<file path="config.mk">
export PLATFORM = sky130hd
export DESIGN_NAME = uart_tx
export DESIGN_NICKNAME = d
export VERILOG_FILES = /design/src/rtl/uart_pkg.sv /design/src/rtl/uart_tx_baud_gen.sv /design/src/rtl/uart_tx.sv
export SDC_FILE = /design/constraint.sdc
export NUM_CORES = 1
export LEC_CHECK = 0
export CORE_ASPECT_RATIO = 2
export CORE_MARGIN = 2
export CORE_UTILIZATION = 55
export DETAILED_ROUTE_END_ITERATION = 16
export PLACE_DENSITY = 0.8
export SLEW_MARGIN = 20
export SYNTH_ARGS = -nofsm -noshare
export SYNTH_HDL_FRONTEND = slang
export SYNTH_SLANG_ARGS = --single-unit
</file>
<file path="constraint.sdc">
create_clock -name i_clk -period 2.4 [get_ports i_clk]
set_input_delay 0.48 -clock i_clk [delete_from_list [all_inputs] [get_ports i_clk]]
set_output_delay 0.48 -clock i_clk [all_outputs]
set_load 0.005 [all_outputs]
</file>
<file path="src/rtl/uart_pkg.sv">
// Shared UART definitions: FSM state encoding and bit-period sizing helpers,
// used by both the transmit and receive sides.
package uart_pkg;

   typedef enum logic [2:0] {
      ST_IDLE   = 3'd0,
      ST_START  = 3'd1,
      ST_DATA   = 3'd2,
      ST_PARITY = 3'd3,
      ST_STOP   = 3'd4
   } uart_state_t;

   // Clock cycles per line bit (integer division).
   function automatic int uart_div(input int clk_freq, input int baud_rate);
      return clk_freq / baud_rate;
   endfunction

   // Bits needed to count 0..div-1; never narrower than one bit.
   function automatic int uart_cnt_w(input int div);
      return (div > 1) ? $clog2(div) : 1;
   endfunction

endpackage

</file>
<file path="src/rtl/uart_tx_baud_gen.sv">
// Bit-period counter: counts 0..DIV-1 while enabled, ticks on DIV-1; no backpressure.
// Latency: tick is combinational from the count; disabled counter is held at 0.
module uart_tx_baud_gen #(
   parameter int DIV   = 10,
   parameter int CNT_W = 4
) (
   input  logic i_clk,
   input  logic i_rst_n,
   input  logic i_en,
   output logic o_tick
);

   localparam logic [CNT_W-1:0] CNT_MAX = CNT_W'(DIV - 1);

   logic [CNT_W-1:0] r_cnt;
   logic             w_at_max;

   assign w_at_max = (r_cnt == CNT_MAX);
   assign o_tick   = i_en && w_at_max;

   // Wrapping at the tick restarts every bit period at 0 with no extra control.
   always_ff @(posedge i_clk) begin
      if (!i_rst_n) begin
         r_cnt <= '0;
      end else if (!i_en || w_at_max) begin
         r_cnt <= '0;
      end else begin
         r_cnt <= r_cnt + 1'b1;
      end
   end

endmodule

</file>
<file path="src/rtl/uart_tx.sv">
// UART transmitter: start, 8 data bits LSB first, optional parity, 1-2 stop bits.
// Latency: start bit on the cycle after accept; o_ready low for the whole frame.
module uart_tx
   import uart_pkg::*;
#(
   parameter int CLK_FREQ   = 50_000_000,
   parameter int BAUD_RATE  = 9600,
   parameter int PARITY_EN  = 0,
   parameter int PARITY_ODD = 0,
   parameter int STOP_BITS  = 1
) (
   input  logic       i_clk,
   input  logic       i_rst_n,
   input  logic [7:0] i_data,
   input  logic       i_valid,
   output logic       o_ready,
   output logic       o_tx,
   output logic       o_busy,
   output logic       o_done
);

   localparam int DIV   = uart_div(CLK_FREQ, BAUD_RATE);
   localparam int CNT_W = uart_cnt_w(DIV);

   uart_state_t r_state, w_state_nxt;
   logic [7:0]  r_shift, w_shift_nxt;
   logic [2:0]  r_bit_cnt, w_bit_cnt_nxt;
   logic        r_stop_cnt, w_stop_cnt_nxt;
   logic        r_par, w_par_nxt;
   logic        r_tx, w_tx_nxt;
   logic        r_done, w_done_nxt;
   logic        w_tick;
   logic        w_baud_en;

   assign w_baud_en = (r_state != ST_IDLE);

   uart_tx_baud_gen #(
      .DIV   (DIV),
      .CNT_W (CNT_W)
   ) u_baud_gen (
      .i_clk   (i_clk),
      .i_rst_n (i_rst_n),
      .i_en    (w_baud_en),
      .o_tick  (w_tick)
   );

   assign o_ready = (r_state == ST_IDLE);
   assign o_busy  = !o_ready;
   assign o_tx    = r_tx;
   assign o_done  = r_done;

   always_ff @(posedge i_clk) begin
      if (!i_rst_n) begin
         r_state    <= ST_IDLE;
         r_shift    <= '0;
         r_bit_cnt  <= '0;
         r_stop_cnt <= 1'b0;
         r_par      <= 1'b0;
         r_tx       <= 1'b1;
         r_done     <= 1'b0;
      end else begin
         r_state    <= w_state_nxt;
         r_shift    <= w_shift_nxt;
         r_bit_cnt  <= w_bit_cnt_nxt;
         r_stop_cnt <= w_stop_cnt_nxt;
         r_par      <= w_par_nxt;
         r_tx       <= w_tx_nxt;
         r_done     <= w_done_nxt;
      end
   end

   // Parity is captured at accept because the shift register is consumed during DATA.
   always_comb begin
      w_state_nxt    = r_state;
      w_shift_nxt    = r_shift;
      w_bit_cnt_nxt  = r_bit_cnt;
      w_stop_cnt_nxt = r_stop_cnt;
      w_par_nxt      = r_par;
      w_tx_nxt       = r_tx;
      w_done_nxt     = 1'b0;

      case (r_state)
         ST_IDLE: begin
            w_tx_nxt = 1'b1;
            if (i_valid) begin
               w_state_nxt    = ST_START;
               w_shift_nxt    = i_data;
               w_par_nxt      = (^i_data) ^ (PARITY_ODD != 0);
               w_bit_cnt_nxt  = '0;
               w_stop_cnt_nxt = 1'b0;
               w_tx_nxt       = 1'b0;
            end
         end
         ST_START: begin
            if (w_tick) begin
               w_state_nxt = ST_DATA;
               w_tx_nxt    = r_shift[0];
            end
         end
         ST_DATA: begin
            if (w_tick) begin
               if (r_bit_cnt == 3'd7) begin
                  if (PARITY_EN != 0) begin
                     w_state_nxt = ST_PARITY;
                     w_tx_nxt    = r_par;
                  end else begin
                     w_state_nxt = ST_STOP;
                     w_tx_nxt    = 1'b1;
                  end
               end else begin
                  w_shift_nxt   = {1'b0, r_shift[7:1]};
                  w_tx_nxt      = r_shift[1];
                  w_bit_cnt_nxt = r_bit_cnt + 3'd1;
               end
            end
         end
         ST_PARITY: begin
            if (w_tick) begin
               w_state_nxt = ST_STOP;
               w_tx_nxt    = 1'b1;
            end
         end
         ST_STOP: begin
            w_tx_nxt = 1'b1;
            if (w_tick) begin
               if ((STOP_BITS == 2) && !r_stop_cnt) begin
                  w_stop_cnt_nxt = 1'b1;
               end else begin
                  w_state_nxt = ST_IDLE;
                  w_done_nxt  = 1'b1;
               end
            end
         end
         default: begin
            w_state_nxt = ST_IDLE;
            w_tx_nxt    = 1'b1;
         end
      endcase
   end

endmodule

</file>
# Word-level counts from Yosys, hierarchy flattened
# Index checks and enable logic that the tools add are counted.
[classes] add_sub_neg=2 eq_ne=13 mux=22 bitwise_logic=1 reduce_logical=12
[ops] operator="two-way mux 3 bit" n=9
[ops] operator="two-way mux 8 bit" n=3
[ops] operator="one-hot mux 8 bit (2 select lines)" n=1
[ops] operator="one-hot mux 3 bit (5 select lines)" n=1
[ops] operator="adder 13 x 1 -> 13 bit (second input constant)" n=1
[ops] operator="== test 13 bit (second input constant)" n=1
[ops] operator="!= test 2 x 1 -> 1 bit (second input constant)" n=4
[ops] operator="== test 3 x 2 -> 1 bit (second input constant)" n=2
[ops] operator="== test 3 bit (second input constant)" n=2
[ops] operator="two-way mux 1 bit" n=6
[ops] operator="!= test 2 bit (second input constant)" n=3
[ops] operator="one-hot mux 3 bit (2 select lines)" n=1
[ops] operator="AND reduction 6 bit" n=1
[ops] operator="one-hot mux 1 bit (4 select lines)" n=1
[ops] operator="AND reduction 4 bit" n=1
[ops] operator="adder 3 x 1 -> 3 bit (second input constant)" n=1
[ops] operator="== test 3 x 1 -> 1 bit (second input constant)" n=1
[ops] operator="zero test 3 bit" n=1
[ops] operator="AND reduction 3 bit" n=1
[ops] operator="nonzero test 3 bit" n=1
[ops] operator="zero test 1 bit" n=2
[ops] operator="AND reduction 2 bit" n=1
[ops] operator="nonzero test 2 bit" n=1
[ops] operator="OR reduction 2 bit" n=1
[ops] operator="other kinds (3)" n=3
[totals] ff_bits=29 in_bits=11 output_inout_bits=4 word_cells=56

# Longest topological paths before layout
# Gate-level depths: netlist of the first run.
[depth] ltp_word=4 ltp_mapped=7 ltp_nobuf=6

# Modules after synthesis
# From an unflattened synthesis of the first run, not the netlist that was laid out.
[hier_totals] hier_cells=174 hier_area_um2=1647.8
[modules_own_cells] mod="uart_tx" instances=1 cells_each=101 area_each_um2=922.1 seq_area_each_um2=320.3
[modules_own_cells] mod="uart_tx_baud_gen" instances=1 cells_each=73 area_each_um2=725.7 seq_area_each_um2=260.2

# Worst setup path after synthesis of the first run
# No wires, ideal clock.
[synth_path] kind="reg-to-reg" from="register u_baud_gen.r_cnt[0]" to="register r_tx (netlist: o_tx)" setup_ps=114 t_arrival_ps=1597 required_time_ps=2286 slack_ps=689 path_stages_with_launch=8 path_buffers=2 synth_period_minus_slack_ps=1711 path_cell_list="dfxtp_1 ha_1 and4_1 buf_6 and4_1 buf_6 or3_1 a21o_1"
[synth_between] elab_chain_len=4 elab_cells_between_ends=6 cone_classes="eq/ne: 4; reduce/logical: 2"
[synth_rtl] element="start: declaration" line_no="uart_tx_baud_gen.sv:15" rtl="logic [CNT_W-1:0] r_cnt;"
[synth_rtl] element="start signal: assignment" line_no="uart_tx_baud_gen.sv:28" rtl="r_cnt <= r_cnt + 1'b1;"
[synth_rtl] element="== test 13 bit (*)" line_no="uart_tx_baud_gen.sv:18" rtl="assign w_at_max = (r_cnt == CNT_MAX);"
[synth_rtl] element="logical AND 1 bit (*)" line_no="uart_tx_baud_gen.sv:19" rtl="assign o_tick = i_en && w_at_max;"
[synth_rtl] element="!= test 2 x 1 -> 1 bit (no source line)"
[synth_rtl] element="AND reduction 3 bit (no source line) (*)"
[synth_rtl] element="end signal: assignment" line_no="uart_tx.sv:67" rtl="r_tx <= w_tx_nxt;"
[synth_rtl] element="end: declaration" line_no="uart_tx.sv:30" rtl="logic r_tx, w_tx_nxt;"
# Mark *: on every way between the ends. The rest lies on a longest branch, timed or not.
# A chain may end at the register's enable or synchronous reset.

# Worst setup path after layout of the first run
[layout_path] from="register r_state[0]" to="output port o_ready"
[layout_between] elab_chain_len=1
[layout_rtl] element="start: declaration" line_no="uart_tx.sv:25" rtl="uart_state_t r_state, w_state_nxt;"
[layout_rtl] element="start signal: assignment" line_no="uart_tx.sv:62" rtl="r_state <= w_state_nxt;"
[layout_rtl] element="zero test 3 bit" line_no="uart_tx.sv:47" rtl="assign o_ready = (r_state == ST_IDLE);"
[layout_rtl] element="end: declaration" line_no="uart_tx.sv:16" rtl="output logic o_ready,"
# No other way between the ends.

==> reports/metrics.cfg, run 1 <==
[power]
irDropWorstVdd_mv = 0.604
power_density_nw_per_um2 = 596
power_leakage_nw = 0.581
power.total_mw = 0.979

[grt]
grt_max_degree = 16
grt_pass1_wl_um = 5060
gr-usage-met3_pct = 7.00
grt_pass1_vias = 1144
met1_usage_pct = 23.7
antenna_found_initial = 0
met2_usage_pct = 42.9
grt_overflow_total = 0
grt_usage_pct = 24.4
grt-busiest-layer = met2

[timing]
worstMarginPinSlew_ns = 0.622
rsz0062_at_grt = false
fin_crit_sh_pct = 90.7
period_needed_ns = 2.18
final_max_slew_viol_count = 0
max_freq_ghz = 0.460
tns_ns = 0
finalClockSkew_ns = 0.0102
relSlewSlack_pct = 58.2
hold_viol_final = 0
setup_viol_count_final = 0

[routing]
detail_route.wl_per_cell_um = 15.9
drc = 0
drtIter0Drc = 14
routed_wl_um = 3170
via_per_inst = 5.95
antenna_left = 0
vias = 1184
first_pass_iters = 4

[cts]
clk_latency_ns = 0.29
cts_resized = 0
cts_buffer_depth = 2
ctsHoldBuffers = 0
cts_root_buffer = clkbuf_8
clock_sinks = 29
cts_buffers = 5
cts_tree = done
htreeDepth = 2
postCtsSetupBuffers = 0
path_clk_slew_ns = 0.07

[hold_path]
hold_path.class = flop to flop

[synth]
synth_cells = 156
synth_flop_cell = dfxtp_1
synth_edf_count = 0
ys_seq_elements = 29
synth_area_per_cell_um2 = 9.18
ys_warn_count = 0
synth_cell_types = 36
synth.largest_area_cell = dfxtp_1
seq_area_frac_synth_pct = 40.5
synth_area_leaders = dfxtp_1 41%, mux2i_1 4.9%, nor2_1 4.5%
synth_fp_nets = 170
synth_area_um2 = 1430
ys_async_sr_fraction_pct = 0
synth_top_area_share_pct = 40.5

[cells_and_area]
post-route-util_pct = 65.5
syn_to_final_growth_pct = 14.6
seqCellArea_um2 = 581
drive_gt1_share_pct = 9.36
nFillCells = 226
num-nets-final = 184
multi_input_area_um2 = 777
final_cell_area_um2 = 1640
num_antenna_cells = 0

[worst_setup_path]
worstPathArrival_ns = 1.70
critPathKind = flop to output pin
path_cells = nor3_1 > clkdlybuf4s50_1
startpoint_type = flop
cp.required_ns = 1.92
cp-end-kind = output pin
slowest_delay_ns = 0.58
crit_fanout = 11
crit_slowest_cell = clkdlybuf4s50_1

[floorplanning]
ios = 15
start_util_pct = 57.2
die_area_um2 = 3050
die_h_um = 76.2
num_rows = 26
coreArea_um2 = 2500
fp.dieW_um = 40.1

[place]
post_dp_cell_area_um2 = 1560
io_buffers = 14
gp_congestion = 0.750
dp_hpwl_um = 2290

[job]
cap_violations = 0

[run_status]
outcome = finished, final reports clean

cells in the mapped netlist, types with 2 or more instances:
cell and count:
a211oi_1 4, a21oi_1 8, and4_1 2, buf_2 2
buf_6 3, clkbuf_1 2, dfxtp_1 29, ha_1 3
inv_1 3, mux2i_1 7, nand2_1 9, nand2b_1 7
nand3_1 8, nand4_1 7, nor2_1 17, nor3_1 3
o211ai_1 8, o21ai_0 5, or3_1 5, xnor2_1 2
xor2_1 7
worst max-delay path, delay by kind of cell, from the launching register on:
kind                   cells  cell delay (ns)
AND/OR/NAND/NOR            1             0.41
flip-flops                 1             0.42
buffers and inverters      1             0.58
cell usage in the layout (no fill, tap or decap), types with 3 or more instances in the layout:
cell / Yosys / final
clkdlybuf4s50_1: 0 / 14
a21oi_1: 8 / 8
xor2_1: 7 / 7
or3_1: 5 / 5
o211ai_1: 8 / 8
inv_1: 3 / 3
nand2_1: 9 / 9
nand2b_1: 7 / 7
clkbuf_8: 0 / 5
nand3_1: 8 / 8
nand4_1: 7 / 7
o21ai_0: 5 / 5
ha_1: 3 / 3
a211oi_1: 4 / 4
mux2i_1: 7 / 7
dfxtp_1: 29 / 29
nor3_1: 3 / 3
nor2_1: 17 / 17
power by group:
| group | total (mW) | internal (mW) | switching [mW] |
|---|---|---|---|
| Sequential | 0.508 | 0.496 | 0.0123 |
| Combinational | 0.0832 | 0.0455 | 0.0377 |
| Clock | 0.387 | 0.200 | 0.187 |
layer usage:
metal / routed length, um / part of all wire [%]
met1: 1140 / 36
met2: 1870 / 59
met3: 94 / 3.0
met4: 61 / 1.9
met5: 0 / 0
final timing paths:
kind	startpoint	to	depth (start not counted)	slack, ns
setup reg to reg	u_baud_gen.r_cnt[0]	r_shift[0]	5	0.54
hold / removal	u_baud_gen.r_cnt[0]	u_baud_gen.r_cnt[0]	1	0.45
hold reg to reg	u_baud_gen.r_cnt[0]	u_baud_gen.r_cnt[0]	1	0.45
setup / recovery	r_state[0]	o_ready	2	0.22
logic make-up after synthesis:
family,share of synthesized area [%]
and+or+nand+nor,27.3
DFF,40.5
AOI/OAI and AO/OA,13.1
buffers and inverters,5.24
xor gates and xnor gates,5.50
muxes,5.68
adders and majority gates,2.62
flip-flops by register name (all words and copies together), names as in the netlist:
name	count
o_done	1
r_state	3
r_bit_cnt	3
r_shift	8
o_tx	1
u_baud_gen.r_cnt	13
cell type report:
| class | instances | share of cell area, % |
|---|---|---|
| multi-input cells | 115 | 47.3 |
| inverters | 3 | 0.686 |
| clock inverters | 2 | 0.610 |
| clock buffers | 6 | 4.42 |
| repair buffers | 16 | 9.45 |
| flip-flops and latches | 29 | 35.4 |
| well taps | 28 | 2.13 |
per-stage QoR:
stage / cells / setup WS [ns] / hold slack [ns]
detailed placement: 191 / 0.568 / 0.436
global placement: 191 / 0.580 / 0.423
floorplan: 156 / 0.689 / 0.413
CTS: 199 / 0.242 / 0.446
finish: 199 / 0.224 / 0.450
global route: 199 / 0.153 / 0.470
No activity file was read; power rests on OpenSTA's default activity.
==> run 2: changes to the inputs <==
Settings changed: CTS_BUF_LIST set to sky130_fd_sc_hd__clkbuf_16.
==> run 2 against run 1 <==
Non-clock buffer count did not move. Register-to-register slack got worse by 0.04 ns. Sequential share of layout area fell by 1.2 points. Sequential power barely moved. Critical path depth did not move.
==> reports/metrics.cfg, run 2 (synthesized netlist as in run 1, its figures left out) <==
[cts]
cts_buffer_depth = 2
cts_resized = 0
path_clk_slew_ns = 0.05
ctsHoldBuffers = 0
postCtsSetupBuffers = 0
cts_buffers = 5
cts_root_buffer = clkbuf_16
clock_sinks = 29
clk_latency_ns = 0.28
htreeDepth = 2
cts_tree = done

[routing]
antenna_left = 0
drtIter0Drc = 23
via_per_inst = 5.98
first_pass_iters = 4
vias = 1191
detail_route.wl_per_cell_um = 16.5
drc = 0
routed_wl_um = 3290

[cells_and_area]
drive_gt1_share_pct = 9.36
mostFrequentLayoutCell = dfxtp_1
reg_top3 = u_baud_gen.r_cnt (13), r_shift (8)
most-common-layout-cells = 29 x dfxtp_1, 17 x nor2_1, 14 x clkdlybuf4s50_1, 9 x nand2_1
largest_reg_flops = 13
syn_to_final_growth_pct = 18.5
num_antenna_cells = 0
regMostFlops = u_baud_gen.r_cnt
num-nets-final = 184

[worst_setup_path]
crit-reg2reg-launch = u_baud_gen.r_cnt[0]
cp-end-kind = output pin
cp.required_ns = 1.92
critPathKind = flop to output pin
worstPathArrival_ns = 1.67
crit_slowest_cell = clkdlybuf4s50_1
r2r_slack_ns = 0.50
slowest_delay_ns = 0.58
path_cells = nor3_1 > clkdlybuf4s50_1
startpoint_type = flop
regToRegEndpoint = r_shift[0]
rr_worst_depth = 5
crit_fanout = 11

[power]
switchingPower_mw = 0.262
sw_frac_of_total_pct = 22.2
power_leakage_nw = 0.611
power_density_nw_per_um2 = 695
p_seq_share_pct = 43.2
clkPwrFrac_pct = 49.6
p_int_mw = 0.918
irDropWorstVdd_mv = 0.659
comb_power_share_pct = 7.2

[timing]
relSlewSlack_pct = 58.6
tns_ns = 0
period_needed_ns = 2.15
finalClockSkew_ns = 0.00609
fin_crit_sh_pct = 89.7
worstMarginPinSlew_ns = 0.617
final_max_slew_viol_count = 0
max_freq_ghz = 0.464
setup_ws_ns = 0.247
whs_ns = 0.448
hold_viol_final = 0
setup_viol_count_final = 0
rsz0062_at_grt = false

[place]
dp_slack_ns = 0.568
gp_congestion = 0.750
dp_hpwl_um = 2290
io_buffers = 14

[floorplanning]
die_h_um = 76.2
die_area_um2 = 3050
num_rows = 26
start_util_pct = 57.2
coreArea_um2 = 2500
fp.dieW_um = 40.1
ios = 15

[grt]
grt_max_degree = 16
grt_overflow_total = 0
grt_pass1_vias = 1168
grt_usage_pct = 25.3
grt_pass1_wl_um = 5200
antenna_found_initial = 0

[hold_path]
hp-start = u_baud_gen.r_cnt[0]
min_to = u_baud_gen.r_cnt[0]
hold_path.class = flop to flop
hold_depth = 1

[job]
cap_violations = 0

[run_status]
outcome = finished, final reports clean

[run 2: changes by cell type in the layout (fill, tap and decap cells not counted), sizes merged]
cell / change
clkbuf: -1
inv: +1
[run 2: through the flow]
step,instance area (um2),total power [mW],utilization [%],std cells
floorplan,1430,0.562,-,156
global placement,1560,0.598,62.2,191
detailed placement,1560,0.602,62.2,191
CTS,1700,1.19,67.8,199
global route,1700,1.22,67.8,199
finish,1700,1.18,67.8,199
[run 2: critical path, delay by kind of cell (launching register included)]
family / cells / cell delay, ns
buffers and inverters: 1 / 0.58
and+or+nand+nor: 1 / 0.41
DFF: 1 / 0.41
[run 2: how the worst max path moves through the flow]
stage | from | to | slack, ns | cells past startpoint
4_1_cts | r_state[0] | o_ready | 0.26 | 2
6_report | r_state[0] | o_ready | 0.25 | 2
5_1_grt | r_state[0] | o_ready | 0.18 | 2
3_5_place_dp | r_bit_cnt[0] | r_shift[5] | 0.57 | 5
3_3_place_gp | r_state[0] | o_ready | 0.58 | 2
2_1_floorplan | u_baud_gen.r_cnt[0] | o_tx | 0.69 | 7
[run 2: cell type report]
cell class | instances | area, um2
Inverter | 3 | 11.3
Clock inverter | 3 | 13.8
Timing Repair Buffer | 16 | 155
Sequential cell | 29 | 581
Fill cell | 222 | 807
Multi-Input combinational cell | 115 | 777
Tap cell | 28 | 35.0
Clock buffer | 5 | 125
[run 2: metal layers]
| metal | routed length [um] | track usage (%) | vias to the layer above | part of all wire (%) |
|---|---|---|---|---|
| met1 | 1180 | 24.2 | 572 | 36 |
| met3 | 119 | 6.12 | 7 | 3.6 |
| li1 | - | - | 589 | - |
| met4 | 82 | 13.4 | 0 | 2.5 |
| met5 | 0 | 0 | - | 0 |
| met2 | 1910 | 44.2 | 23 | 58 |
[run 2: power groups by stage]
stage	combinational [mW]	clock (mW)	sequential [mW]
floorplan	0.0502	0	0.512
global placement	0.0805	0	0.518
detailed placement	0.0836	0	0.519
CTS	0.0853	0.593	0.509
global route	0.0921	0.614	0.511
finish	0.0847	0.585	0.510
==> run 3: changes to the inputs <==
Settings changed: CORE_ASPECT_RATIO 2 to not set.
==> run 3 against run 2 <==
Worst hold slack worse by 0.0044 ns. Die area is 0.82% lower. Clock skew is 0.0031 ns lower. Critical path depth is 1 higher. Sequential share of layout area is 0.20 points lower. Via count is 1.5% lower. Register-to-register slack hardly changed. Maximum frequency is 2.4% higher.
==> reports/metrics.cfg, run 3 (synthesized netlist as in run 1, its figures left out) <==
[floorplanning]
ios = 15
die_area_um2 = 3030
fp.dieW_um = 55.0
coreArea_um2 = 2480
start_util_pct = 57.8
num_rows = 18
die_h_um = 55.0

[cts]
cts_buffers = 5
path_clk_slew_ns = 0.05
cts_root_buffer = clkbuf_16
cts_buffer_depth = 2
cts_resized = 0
postCtsSetupBuffers = 0
htreeDepth = 2
clk_latency_ns = 0.27
ctsHoldBuffers = 0
cts_tree = done
clock_sinks = 29

[power]
switchingPower_mw = 0.253
comb_power_share_pct = 7.2
p_int_mw = 0.919
power_leakage_nw = 0.615
p_seq_share_pct = 43.4
clkPwrFrac_pct = 49.4
power_density_nw_per_um2 = 686
irDropWorstVdd_mv = 0.674
sw_frac_of_total_pct = 21.6

[grt]
grt_max_degree = 16
grt_pass1_vias = 1089
grt_overflow_total = 0
grt_pass1_wl_um = 4800
grt_usage_pct = 23.3
antenna_found_initial = 0

[cells_and_area]
mostFrequentLayoutCell = dfxtp_1
largest_reg_flops = 13
reg_top3 = u_baud_gen.r_cnt (13), r_shift (8)
regMostFlops = u_baud_gen.r_cnt
num_antenna_cells = 0
syn_to_final_growth_pct = 19.2
most-common-layout-cells = 29 x dfxtp_1, 17 x nor2_1, 14 x clkdlybuf4s50_1, 9 x nand2_1
num-nets-final = 185
nFillCells = 196
drive_gt1_share_pct = 9.88

[routing]
routed_wl_um = 2880
via_per_inst = 5.81
first_pass_iters = 4
drtIter0Drc = 30
detail_route.wl_per_cell_um = 14.2
vias = 1173
drc = 0
antenna_left = 0

[timing]
max_freq_ghz = 0.475
period_needed_ns = 2.10
worstMarginPinSlew_ns = 0.525
fin_crit_sh_pct = 87.6
rsz0062_at_grt = false
tns_ns = 0
setup_viol_count_final = 0
setup_ws_ns = 0.297
finalClockSkew_ns = 0.00297
relSlewSlack_pct = 64.8
final_max_slew_viol_count = 0
hold_viol_final = 0

[place]
dp_hpwl_um = 2000
io_buffers = 14
dp_slack_ns = 0.568
gp_congestion = 0.757

[worst_setup_path]
crit_fanout = 11
startpoint_type = flop
worstPathArrival_ns = 1.62
cp.required_ns = 1.92
critPathKind = flop to output pin
rr_worst_depth = 5
cp-end-kind = output pin

[job]
cap_violations = 0

[run_status]
outcome = finished, final reports clean

[hold_path]
hold_depth = 1
hold_path.class = flop to flop

==> run 3: routing by layer <==
metal  global-route usage (%)  part of all wire, %  vias to the layer above
met2                     36.7                   47                       28
met3                     9.14                  3.9                       10
met4                     11.8                  3.2                        0
met5                        0                    0                        -
li1                         -                    -                      590
met1                     27.3                   46                      545
==> run 3: per-stage QoR <==
stage	cell area [um2]	utilization (%)	total power [mW]	cells	hold WS [ns]
floorplan	1430	-	0.562	156	0.413
global placement	1570	63.3	0.598	194	0.425
detailed placement	1570	63.3	0.602	194	0.443
CTS	1710	68.9	1.18	202	0.450
global route	1710	68.9	1.21	202	0.456
finish	1710	68.9	1.17	202	0.444
==> run 3: power by group through the flow <==
| stage | Clock [mW] | Sequential (mW) | Combinational (mW) |
|---|---|---|---|
| 2_1_floorplan | 0 | 0.512 | 0.0502 |
| 3_3_place_gp | 0 | 0.516 | 0.0820 |
| 3_5_place_dp | 0 | 0.517 | 0.0843 |
| 4_1_cts | 0.589 | 0.508 | 0.0849 |
| 5_1_grt | 0.611 | 0.509 | 0.0939 |
| 6_report | 0.579 | 0.509 | 0.0845 |
==> run 3: worst max-delay path, cell delays in order, from the launching register on <==
cell             delay, ns
dfxtp_1               0.40
nor3_1                0.36
inv_1                 0.12
clkdlybuf4s50_1       0.46
==> run 3: final timing paths <==
kind                  startpoint             endpoint  slack [ns]
max                   r_state[0]               o_busy        0.30
min reg2reg  u_baud_gen.r_cnt[0]  u_baud_gen.r_cnt[0]        0.44
max reg2reg         r_bit_cnt[0]         r_bit_cnt[0]        0.50
min          u_baud_gen.r_cnt[0]  u_baud_gen.r_cnt[0]        0.44
==> run 3: area by class of cell <==
type / count / area [um2] / share of cell area, %
tap: 30 / 37.5 / 2.20
inverter: 3 / 11.3 / 0.659
sequential: 29 / 581 / 34.0
clock inverter: 3 / 13.8 / 0.806
clock buffer: 5 / 125 / 7.33
timing repair buffer: 17 / 163 / 9.52
multi-input combinational: 115 / 777 / 45.5
